File: config.mk
export PLATFORM = sky130hd
export DESIGN_NAME = arbitro_enrutamiento_param
export DESIGN_NICKNAME = d
export VERILOG_FILES = /design/src/rtl/arbitro_enrutamiento_param.sv
export SDC_FILE = /design/constraint.sdc
export NUM_CORES = 1
export LEC_CHECK = 0
export ABC_AREA = 1
export BUFFER_PORTS_ARGS = -buffer_cell sky130_fd_sc_hd__buf_2
export CORE_ASPECT_RATIO = 1.1
export CORE_UTILIZATION = 45
export DETAILED_ROUTE_END_ITERATION = 8
export GPL_TIMING_DRIVEN = 0
export PLACE_DENSITY = 0.76
export SYNTH_ARGS = -nofsm -noshare
export SYNTH_HDL_FRONTEND = slang
export SYNTH_SLANG_ARGS = --single-unit
File: constraint.sdc
create_clock -name clk -period 2 [get_ports clk]
set_input_delay 0.3 -clock clk [delete_from_list [all_inputs] [get_ports clk]]
set_output_delay 0.3 -clock clk [all_outputs]
set_load 0.01 [all_outputs]
File: src/rtl/arbitro_enrutamiento_param.sv
// Virtual-channel arbiter/router: picks one eligible VC FIFO head per cycle
// (fixed or round-robin priority) and forwards it, one cycle later, to the destination FIFO it names.
module arbitro_enrutamiento_param #(
  parameter int DATA_W   = 6,
  parameter int NUM_VC   = 2,
  parameter int NUM_DEST = 2,
  parameter int DEST_W   = $clog2(NUM_DEST),
  parameter int RR_MODE  = 0,
  parameter int CNT_W    = 8
) (
  input  logic                         clk,
  input  logic                         reset,
  input  logic [NUM_VC*DATA_W-1:0]     VC_data,
  input  logic [NUM_VC-1:0]            VC_empty,
  output logic [NUM_VC-1:0]            VC_pop,
  input  logic [NUM_DEST-1:0]          D_pause,
  output logic [NUM_DEST*DATA_W-1:0]   D_data,
  output logic [NUM_DEST-1:0]          D_push,
  output logic [NUM_DEST*CNT_W-1:0]    D_count,
  output logic                         idle
);

  localparam int IDX_W = $clog2(NUM_VC);

  function automatic logic [IDX_W-1:0] f_next_ptr(input logic [IDX_W-1:0] g);
    if (int'(g) == NUM_VC - 1) return '0;
    else return g + 1'b1;
  endfunction

  logic [DATA_W-1:0]   w_vc_word [NUM_VC];
  logic [DEST_W-1:0]   w_vc_dest [NUM_VC];
  logic [NUM_VC-1:0]   w_elig;
  logic                w_gnt_vld;
  logic [IDX_W-1:0]    w_gnt_idx;
  logic [DATA_W-1:0]   w_sel_word;
  logic [DEST_W-1:0]   w_sel_dest;
  logic [NUM_VC-1:0]   w_pop;

  logic [DATA_W-1:0]   r_d_data_p0  [NUM_DEST];
  logic [CNT_W-1:0]    r_d_count_p0 [NUM_DEST];
  logic [NUM_DEST-1:0] r_vld_p0;
  logic                r_idle_p0;
  logic [IDX_W-1:0]    r_ptr_p0;

  // A head is eligible only if its own destination can take it, so a
  // paused destination never stalls channels bound elsewhere.
  for (genvar i = 0; i < NUM_VC; i++) begin : g_vc
    assign w_vc_word[i] = VC_data[i*DATA_W +: DATA_W];
    assign w_vc_dest[i] = w_vc_word[i][DATA_W-1 -: DEST_W];
    assign w_elig[i]    = ~VC_empty[i] & ~D_pause[w_vc_dest[i]];
  end

  always_comb begin
    int v;
    w_gnt_vld = 1'b0;
    w_gnt_idx = '0;
    for (int k = 0; k < NUM_VC; k++) begin
      v = k;
      if (RR_MODE != 0) begin
        v = int'(r_ptr_p0) + k;
        if (v >= NUM_VC) v = v - NUM_VC;
      end
      if (!w_gnt_vld && w_elig[IDX_W'(v)]) begin
        w_gnt_vld = 1'b1;
        w_gnt_idx = IDX_W'(v);
      end
    end
  end

  assign w_sel_word = w_vc_word[w_gnt_idx];
  assign w_sel_dest = w_vc_dest[w_gnt_idx];

  always_comb begin
    w_pop = '0;
    if (!reset && w_gnt_vld) w_pop[w_gnt_idx] = 1'b1;
  end

  assign VC_pop = w_pop;

  // ---- stage p0: granted word registered onto its destination ----
  always_ff @(posedge clk) begin
    if (reset) begin
      r_vld_p0  <= '0;
      r_idle_p0 <= 1'b1;
      r_ptr_p0  <= '0;
      for (int d = 0; d < NUM_DEST; d++) begin
        r_d_data_p0[d]  <= '0;
        r_d_count_p0[d] <= '0;
      end
    end else begin
      r_vld_p0  <= '0;
      r_idle_p0 <= ~w_gnt_vld;
      if (w_gnt_vld) begin
        r_vld_p0[w_sel_dest]     <= 1'b1;
        r_d_data_p0[w_sel_dest]  <= w_sel_word;
        r_d_count_p0[w_sel_dest] <= r_d_count_p0[w_sel_dest] + 1'b1;
        if (RR_MODE != 0) r_ptr_p0 <= f_next_ptr(w_gnt_idx);
      end
    end
  end

  for (genvar d = 0; d < NUM_DEST; d++) begin : g_dest
    assign D_data[d*DATA_W +: DATA_W] = r_d_data_p0[d];
    assign D_count[d*CNT_W +: CNT_W]  = r_d_count_p0[d];
  end

  assign D_push = r_vld_p0;
  assign idle   = r_idle_p0;

endmodule

==> flow_metrics.tcl, run 1 <==
set metrics [dict create \
    layout-drive-gt1-share_pct 40.00 \
    cp_cell_sequence "buf_2 > inv_1 > nand4_4 > nor2_2 > inv_1 > buf_2 > nand2_1" \
    slowest_delay_ns 0.50 \
    switching_share_pct 24.06 \
    intPower_mw 1.070 \
    cap_violations 0 \
    pwr_density_cell_nw_per_um2 791.5 \
    combinationalPowerShare_pct 12.6 \
    ys_ff_latch 31 \
    cts_max_level 2 \
    cp_num_buf_inv 4 \
    worstMarginPinSlew_ns 0.6431 \
    setup_viol 0 \
    path_class "input port to flip-flop" \
    max_slew_margin_pct 57.02 \
    die-height_um 61.59 \
    synth.avg_cell_area_sq_um 10.76 \
    report.final.slew_viol_count 0 \
    numCtsBuffers 5 \
    drtIter0Drc 50 \
    chipWidth_um 56.17 \
    clk_latency_ns 0.32 \
    finalHoldViolations 0 \
    crit_fanout 14 \
    worstSetupStartpointType "input port" \
    synthCells 135 \
    setup_ws_ns 0.3848 \
    n_antenna_cell 0 \
    rsz0062_at_grt "no" \
    critPathSlowestCell "nand2_1" \
    yosys_warnings 0 \
    postCtsSetupBuffers 0 \
    p_seq_share_pct 54.1 \
    finalPower_mw 1.409 \
    p_switching_mw 0.3391 \
    grt_overflow_total 0 \
    first_global_vias 987 \
    ioPinCount 51 \
    status "completed" \
    cts_tree "built" \
    final_core_util_pct 58.42 \
    seq_area_frac_synth_pct 62.02 \
    wl_um 2636 \
    required_ns 1.96 \
    final_nets 203 \
    hold_path.class "input port to flip-flop" \
    dp_hpwl_um 1903 \
    syn_area_sq_um 1453 \
    cts_resized 0 \
    cts_root_buffer "clkbuf_4" \
    ant_nets 0 \
    drtPass1Iterations 4 \
    yosysUniqueCellTypes 22 \
    placed_cells 211 \
    clkTransAtPathRegs_ns 0.09 \
    wl_per_cell_um 12.04 \
    cp.arrival_ns 1.57 \
    portBuffers 41 \
    fin_crit_ns 1.615 \
    fin_skew_ns 0.009113 \
    p_clk_share_pct 33.3 \
    hold_slack_ns 0.2337 \
    die-area_sq_um 3460 \
    route.detailed.drc 0 \
    cpLargestDelayFamily "simple AND/OR/NAND/NOR gates" \
    num_vias 1021 \
    grt_pass1_wl_um 4257 \
    core-area_sq_um 3048 \
    clock.fmax_mhz 619.1 \
    placed_cell_area_sq_um 1704 \
    fin_tns_setup_ns 0 \
    placement_rows 21 \
    initial_core_util_pct 47.66 \
    dp_slack_ns 0.01085 \
    grt_max_degree 15 \
    cts_buffer_depth 2 \
    fin_area_sq_um 1780 \
    end_kind "flip-flop" \
    cts.sinks 31 \
    area_growth_pct 22.57 \
    worst_ir_drop_vdd_mv 0.6895 \
    fin_cells 219 \
    antenna_found_initial 0 \
    leakagePower_nw 0.8462 \
    finalCritPeriodShare_pct 80.76 \
    gp_congestion 0.8385 \
    via_per_inst 4.662 \
    grt_use_total_pct 17.11 \
    cts_hold_buf 0 \
]
-- sequential cells by signal, indices dropped and copies added (netlist names) --
register	count
r_d_count_p0	16
r_d_data_p0	12
D_push	2
idle	1
-- Yosys cell counts --
| library cell | number | area share, % |
|---|---|---|
| inv_2 | 2 | 0.52 |
| nand2_1 | 26 | 6.7 |
| ha_1 | 1 | 0.86 |
| xnor2_1 | 1 | 0.60 |
| nand3_1 | 3 | 1.0 |
| nand4_4 | 1 | 1.5 |
| buf_6 | 1 | 0.78 |
| nand2_4 | 6 | 4.7 |
| buf_2 | 2 | 0.69 |
| o21bai_1 | 1 | 0.52 |
| inv_6 | 1 | 0.60 |
| nor2_4 | 1 | 0.78 |
| nand2_2 | 8 | 3.4 |
| dfxtp_1 | 3 | 4.1 |
| nor2_2 | 2 | 0.86 |
| edfxtp_1 | 28 | 58 |
| buf_12 | 1 | 1.4 |
| xor2_1 | 2 | 1.2 |
| nor2_1 | 29 | 7.5 |
| inv_1 | 14 | 3.6 |
| conb_1 | 1 | 0.26 |
| buf_4 | 1 | 0.52 |
-- power groups by stage --
stage | Combinational (mW) | Sequential, mW | Clock, mW
final | 0.178 | 0.762 | 0.469
after global routing | 0.198 | 0.768 | 0.495
after CTS | 0.181 | 0.763 | 0.473
after floorplan | 0.0936 | 0.798 | 0
after global placement | 0.178 | 0.775 | 0
after detailed placement | 0.180 | 0.777 | 0
-- area by class of cell --
type | instances | area, sq um
clock buffers | 5 | 37.54
clock inverters | 3 | 38.79
repair buffers | 41 | 205.2
multi-input cells | 83 | 437.9
plain buffers | 5 | 48.80
well taps | 34 | 42.54
inverters | 17 | 68.82
flip-flops and latches | 31 | 900.9
fillers | 262 | 1267
-- layout by cell type, fill, tap and decap left out --
cell type and instances:
inv_2 2, nand2_2 8, nor2_4 1, edfxtp_1 28
o21bai_1 1, nand2_1 26, ha_1 1, clkinv_1 1
buf_6 1, nand3_1 3, xor2_1 2, clkbuf_4 5
bufinv_16 1, conb_1 2, inv_6 1, dfxtp_1 3
nor2_1 29, inv_1 14, nand4_4 1, xnor2_1 1
buf_12 1, buf_4 1, clkinv_2 1, nand2_4 6
nor2_2 2, buf_2 43
-- worst register-to-register path, stage by stage, from the launching register on --
cell	delay [ns]
edfxtp_1	0.40
nand2_1	0.08
nand2_1	0.13
ha_1	0.25
nand3_1	0.16
xor2_1	0.20
nor2_1	0.06
-- path summary, 6_finish.rpt --
kind	startpoint	end	slack [ns]	depth (start not counted)
setup reg to reg	r_d_count_p0[0][0]	r_d_count_p0[1][4]	0.49	6
hold / removal	D_pause[0]	idle	0.23	3
setup / recovery	reset	r_d_count_p0[1][1]	0.38	7
hold reg to reg	r_d_count_p0[0][4]	r_d_count_p0[0][4]	0.77	4
-- metal layers --
layer  vias up  track usage [%]  wire [um]
met5         -                0          0
met4         0            9.408         20
met3         2            5.252        186
met2        40            28.91       1330
met1       457            19.97       1099
li1        522                -          -
-- logic make-up after synthesis --
kind of cell	synth area share [%]
compound gates	0.5170
xor+xnor	1.809
fa+ha+maj	0.8612
buf+inv	8.097
flops	62.02
other cells	0.2582
simple gates	26.44
No activity file was read; power rests on OpenSTA's default activity.
==> run 2: changes to the inputs <==
--- a/config.mk
+++ b/config.mk
@@ -5,13 +5,13 @@
 export SDC_FILE = /design/constraint.sdc
 export NUM_CORES = 1
 export LEC_CHECK = 0
-export ABC_AREA = 1
+export ABC_AREA = 0
 export BUFFER_PORTS_ARGS = -buffer_cell sky130_fd_sc_hd__buf_2
 export CORE_ASPECT_RATIO = 1.1
 export CORE_UTILIZATION = 45
 export DETAILED_ROUTE_END_ITERATION = 8
 export GPL_TIMING_DRIVEN = 0
-export PLACE_DENSITY = 0.76
+export PLACE_DENSITY = 0.77
 export SYNTH_ARGS = -nofsm -noshare
 export SYNTH_HDL_FRONTEND = slang
 export SYNTH_SLANG_ARGS = --single-unit
==> constraint.sdc (replaced) <==
create_clock -name clk -period 1.55 [get_ports clk]
set_input_delay 0.2325 -clock clk [delete_from_list [all_inputs] [get_ports clk]]
set_output_delay 0.2325 -clock clk [all_outputs]
set_load 0.01 [all_outputs]
==> run 2 against run 1 <==
Net effect: largest cell class unchanged; critical path type is now flip-flop to flip-flop; flip-flop and latch count unchanged; worst setup slack lost 0.36 ns; sequential share of layout area fell by 0.63 points; synthesized cell count decreased by 23%; first-iteration DRC count down 56%; register-to-register slack got worse by 0.46 ns; die area shrank 3.8%; synthesized area shrank 4.0%; largest power group unchanged; final area grew 1.3%.
==> flow_metrics.tcl, run 2 <==
set metrics [dict create \
    cts_hold_buf 0 \
    fin_skew_ns 0.004403 \
    reg2reg_slack_ns 0.03 \
    r2r-start "r_d_count_p0[0][1]" \
    die-area_sq_um 3327 \
    grt_pass1_wl_um 4498 \
    first_global_vias 949 \
    fin_cells 195 \
    grt_overflow_total 0 \
    dp_hpwl_um 1975 \
    rr_endpoint "r_d_count_p0[1][5]" \
    worstHoldStart "VC_empty[0]" \
    worstSetupStartpointType "flip-flop" \
    worst_ir_drop_vdd_mv 0.6286 \
    yosys_warnings 0 \
    syn_area_sq_um 1395 \
    reg2reg_depth 5 \
    async_flop_share_pct 0 \
    fin_tns_setup_ns 0 \
    wl_um 2919 \
    chipWidth_um 55.09 \
    fin_crit_ns 1.524 \
    route.detailed.drc 0 \
    synth-edff-count 28 \
    status "completed" \
    pwr_density_cell_nw_per_um2 907.1 \
    setup_ws_ns 0.02586 \
    finalPower_mw 1.635 \
    placement_rows 20 \
    synth_most_common_cell "edfxtp_1" \
    yosysTopAreaCell "edfxtp_1" \
    min_path_cells 3 \
    leakagePower_nw 0.7844 \
    wl_per_cell_um 14.97 \
    setup_viol 0 \
    die-height_um 60.40 \
    ioPinCount 51 \
    ys_ff_latch 31 \
    cts_max_level 2 \
    required_ns 1.64 \
    synth.avg_cell_area_sq_um 13.41 \
    netlist_top_cells_area "edfxtp_1, and2_1, xnor2_1, dfxtp_1, nor2_1" \
    min_to "idle" \
    area_growth_pct 29.24 \
    max_slew_margin_pct 65.83 \
    worstMarginPinSlew_ns 0.4983 \
    drtPass1Iterations 4 \
    regMostFlops "r_d_count_p0" \
    synth_common_cells "edfxtp_1, nor2_1, and2_1" \
    cap_violations 0 \
    rsz0062_at_grt "yes" \
    placed_cells 180 \
    slowest_delay_ns 0.39 \
    via_per_inst 5.113 \
    num_vias 997 \
    clock.fmax_mhz 656.1 \
    path_class "flip-flop to flip-flop" \
    final_core_util_pct 63.20 \
    finalHoldViolations 0 \
    yosysUniqueCellTypes 33 \
    final_cell_mix "buf_2, edfxtp_1, nor2_1" \
    synthFlopType "edfxtp_1" \
    hold_path.class "input port to flip-flop" \
    cp.arrival_ns 1.62 \
    cts_buffer_depth 2 \
    final_common_cell "buf_2" \
    finalCritPeriodShare_pct 98.33 \
    cts_tree "built" \
    report.final.slew_viol_count 0 \
    layout-drive-gt1-share_pct 43.21 \
    numCtsBuffers 5 \
    cts_root_buffer "clkbuf_4" \
    cts.sinks 31 \
    fin_area_sq_um 1803 \
    synth_top_area_share_pct 60.27 \
    crit_fanout 4 \
    antenna_found_initial 0 \
    n_antenna_cell 0 \
    seq_area_frac_synth_pct 64.57 \
    cp_cell_sequence "nand4b_1 > buf_4 > a211oi_1 > xnor2_1 > nor2_1" \
    grt_max_degree 15 \
    grt_use_total_pct 20.22 \
    placed_cell_area_sq_um 1657 \
    ant_nets 0 \
    clkTransAtPathRegs_ns 0.09 \
    final_nets 180 \
    portBuffers 42 \
    synthCells 104 \
    core-area_sq_um 2853 \
    critPathSlowestCell "edfxtp_1" \
    largest_reg_flops 16 \
    hold_slack_ns 0.1245 \
    gp_congestion 0.7718 \
    initial_core_util_pct 48.90 \
    end_kind "flip-flop" \
    clk_latency_ns 0.33 \
    dp_slack_ns -0.3930 \
    drtIter0Drc 22 \
]
run 2: cell types whose count changed after synthesis, sizes merged, moves of 3 or more:
| cell | before | now |
|---|---|---|
| nand2 | 40 | 3 |
| nor2 | 32 | 13 |
| and2 | 0 | 12 |
| inv | 17 | 6 |
| xnor2 | 1 | 7 |
| mux2i | 0 | 3 |
| nand2b | 0 | 3 |
| nand3 | 3 | 0 |
run 2: worst max-delay path, delay by kind of cell, from the launching register on:
family                    cells  cell delay, ns
xor gates and xnor gates      1            0.15
and+or+nand+nor               2            0.27
DFF                           1            0.39
AOI/OAI and AO/OA             1            0.27
buffers and inverters         1            0.21
run 2: worst max path at each step:
stage	start	end	slack, ns	cells after the start
floorplan	VC_data[5]	r_d_count_p0[0][0]	0.02	6
global placement	VC_data[5]	r_d_data_p0[0][1]	-0.31	7
detailed placement	VC_data[5]	r_d_count_p0[0][7]	-0.39	7
CTS	r_d_count_p0[0][0]	r_d_count_p0[0][6]	0.03	5
global route	r_d_count_p0[0][1]	r_d_count_p0[1][5]	-0.08	5
finish	r_d_count_p0[0][1]	r_d_count_p0[1][5]	0.03	5
run 2: kinds of logic after synthesis:
logic type / after synthesis / share of synthesized area [%]
AND/OR/NAND/NOR: 39 / 16.41
multiplexers: 5 / 3.767
AO/OA/AOI/OAI: 10 / 5.739
adder cells (fa/ha/maj): 1 / 0.8967
XOR/XNOR: 8 / 5.023
buffers and inverters: 9 / 3.318
other: 1 / 0.2688
flip-flops: 31 / 64.57
run 2: final cells by class:
class / count / area, sq um
buffer: 3 / 23.77
inverter: 6 / 22.52
fill: 226 / 1050
clock buffer: 6 / 41.29
tap: 33 / 41.29
timing repair buffer: 49 / 266.5
sequential: 31 / 900.9
clock inverter: 2 / 7.507
multi-input combinational: 65 / 499.2
run 2: per-layer routing:
| metal | vias up | GRT usage (%) | routed length [um] |
|---|---|---|---|
| li1 | 476 | - | - |
| met1 | 483 | 23.97 | 1217 |
| met2 | 35 | 33.73 | 1500 |
| met3 | 3 | 8.271 | 172 |
| met4 | 0 | 5.357 | 29 |
| met5 | - | 0 | 0 |
run 2: repair_timing:
action,CTS,global route
endpoints found under the hold margin,0,0
buffers inserted,5,2
gates resized for setup,2,7
pin swaps,2,4
endpoints found under the setup margin,18,18
gates cloned,0,0
run 2: report_power, final:
| part | internal [mW] | total, mW | switching, mW |
|---|---|---|---|
| registers | 0.961 | 0.985 | 0.0231 |
| logic | 0.0935 | 0.212 | 0.119 |
| clock network | 0.168 | 0.438 | 0.271 |
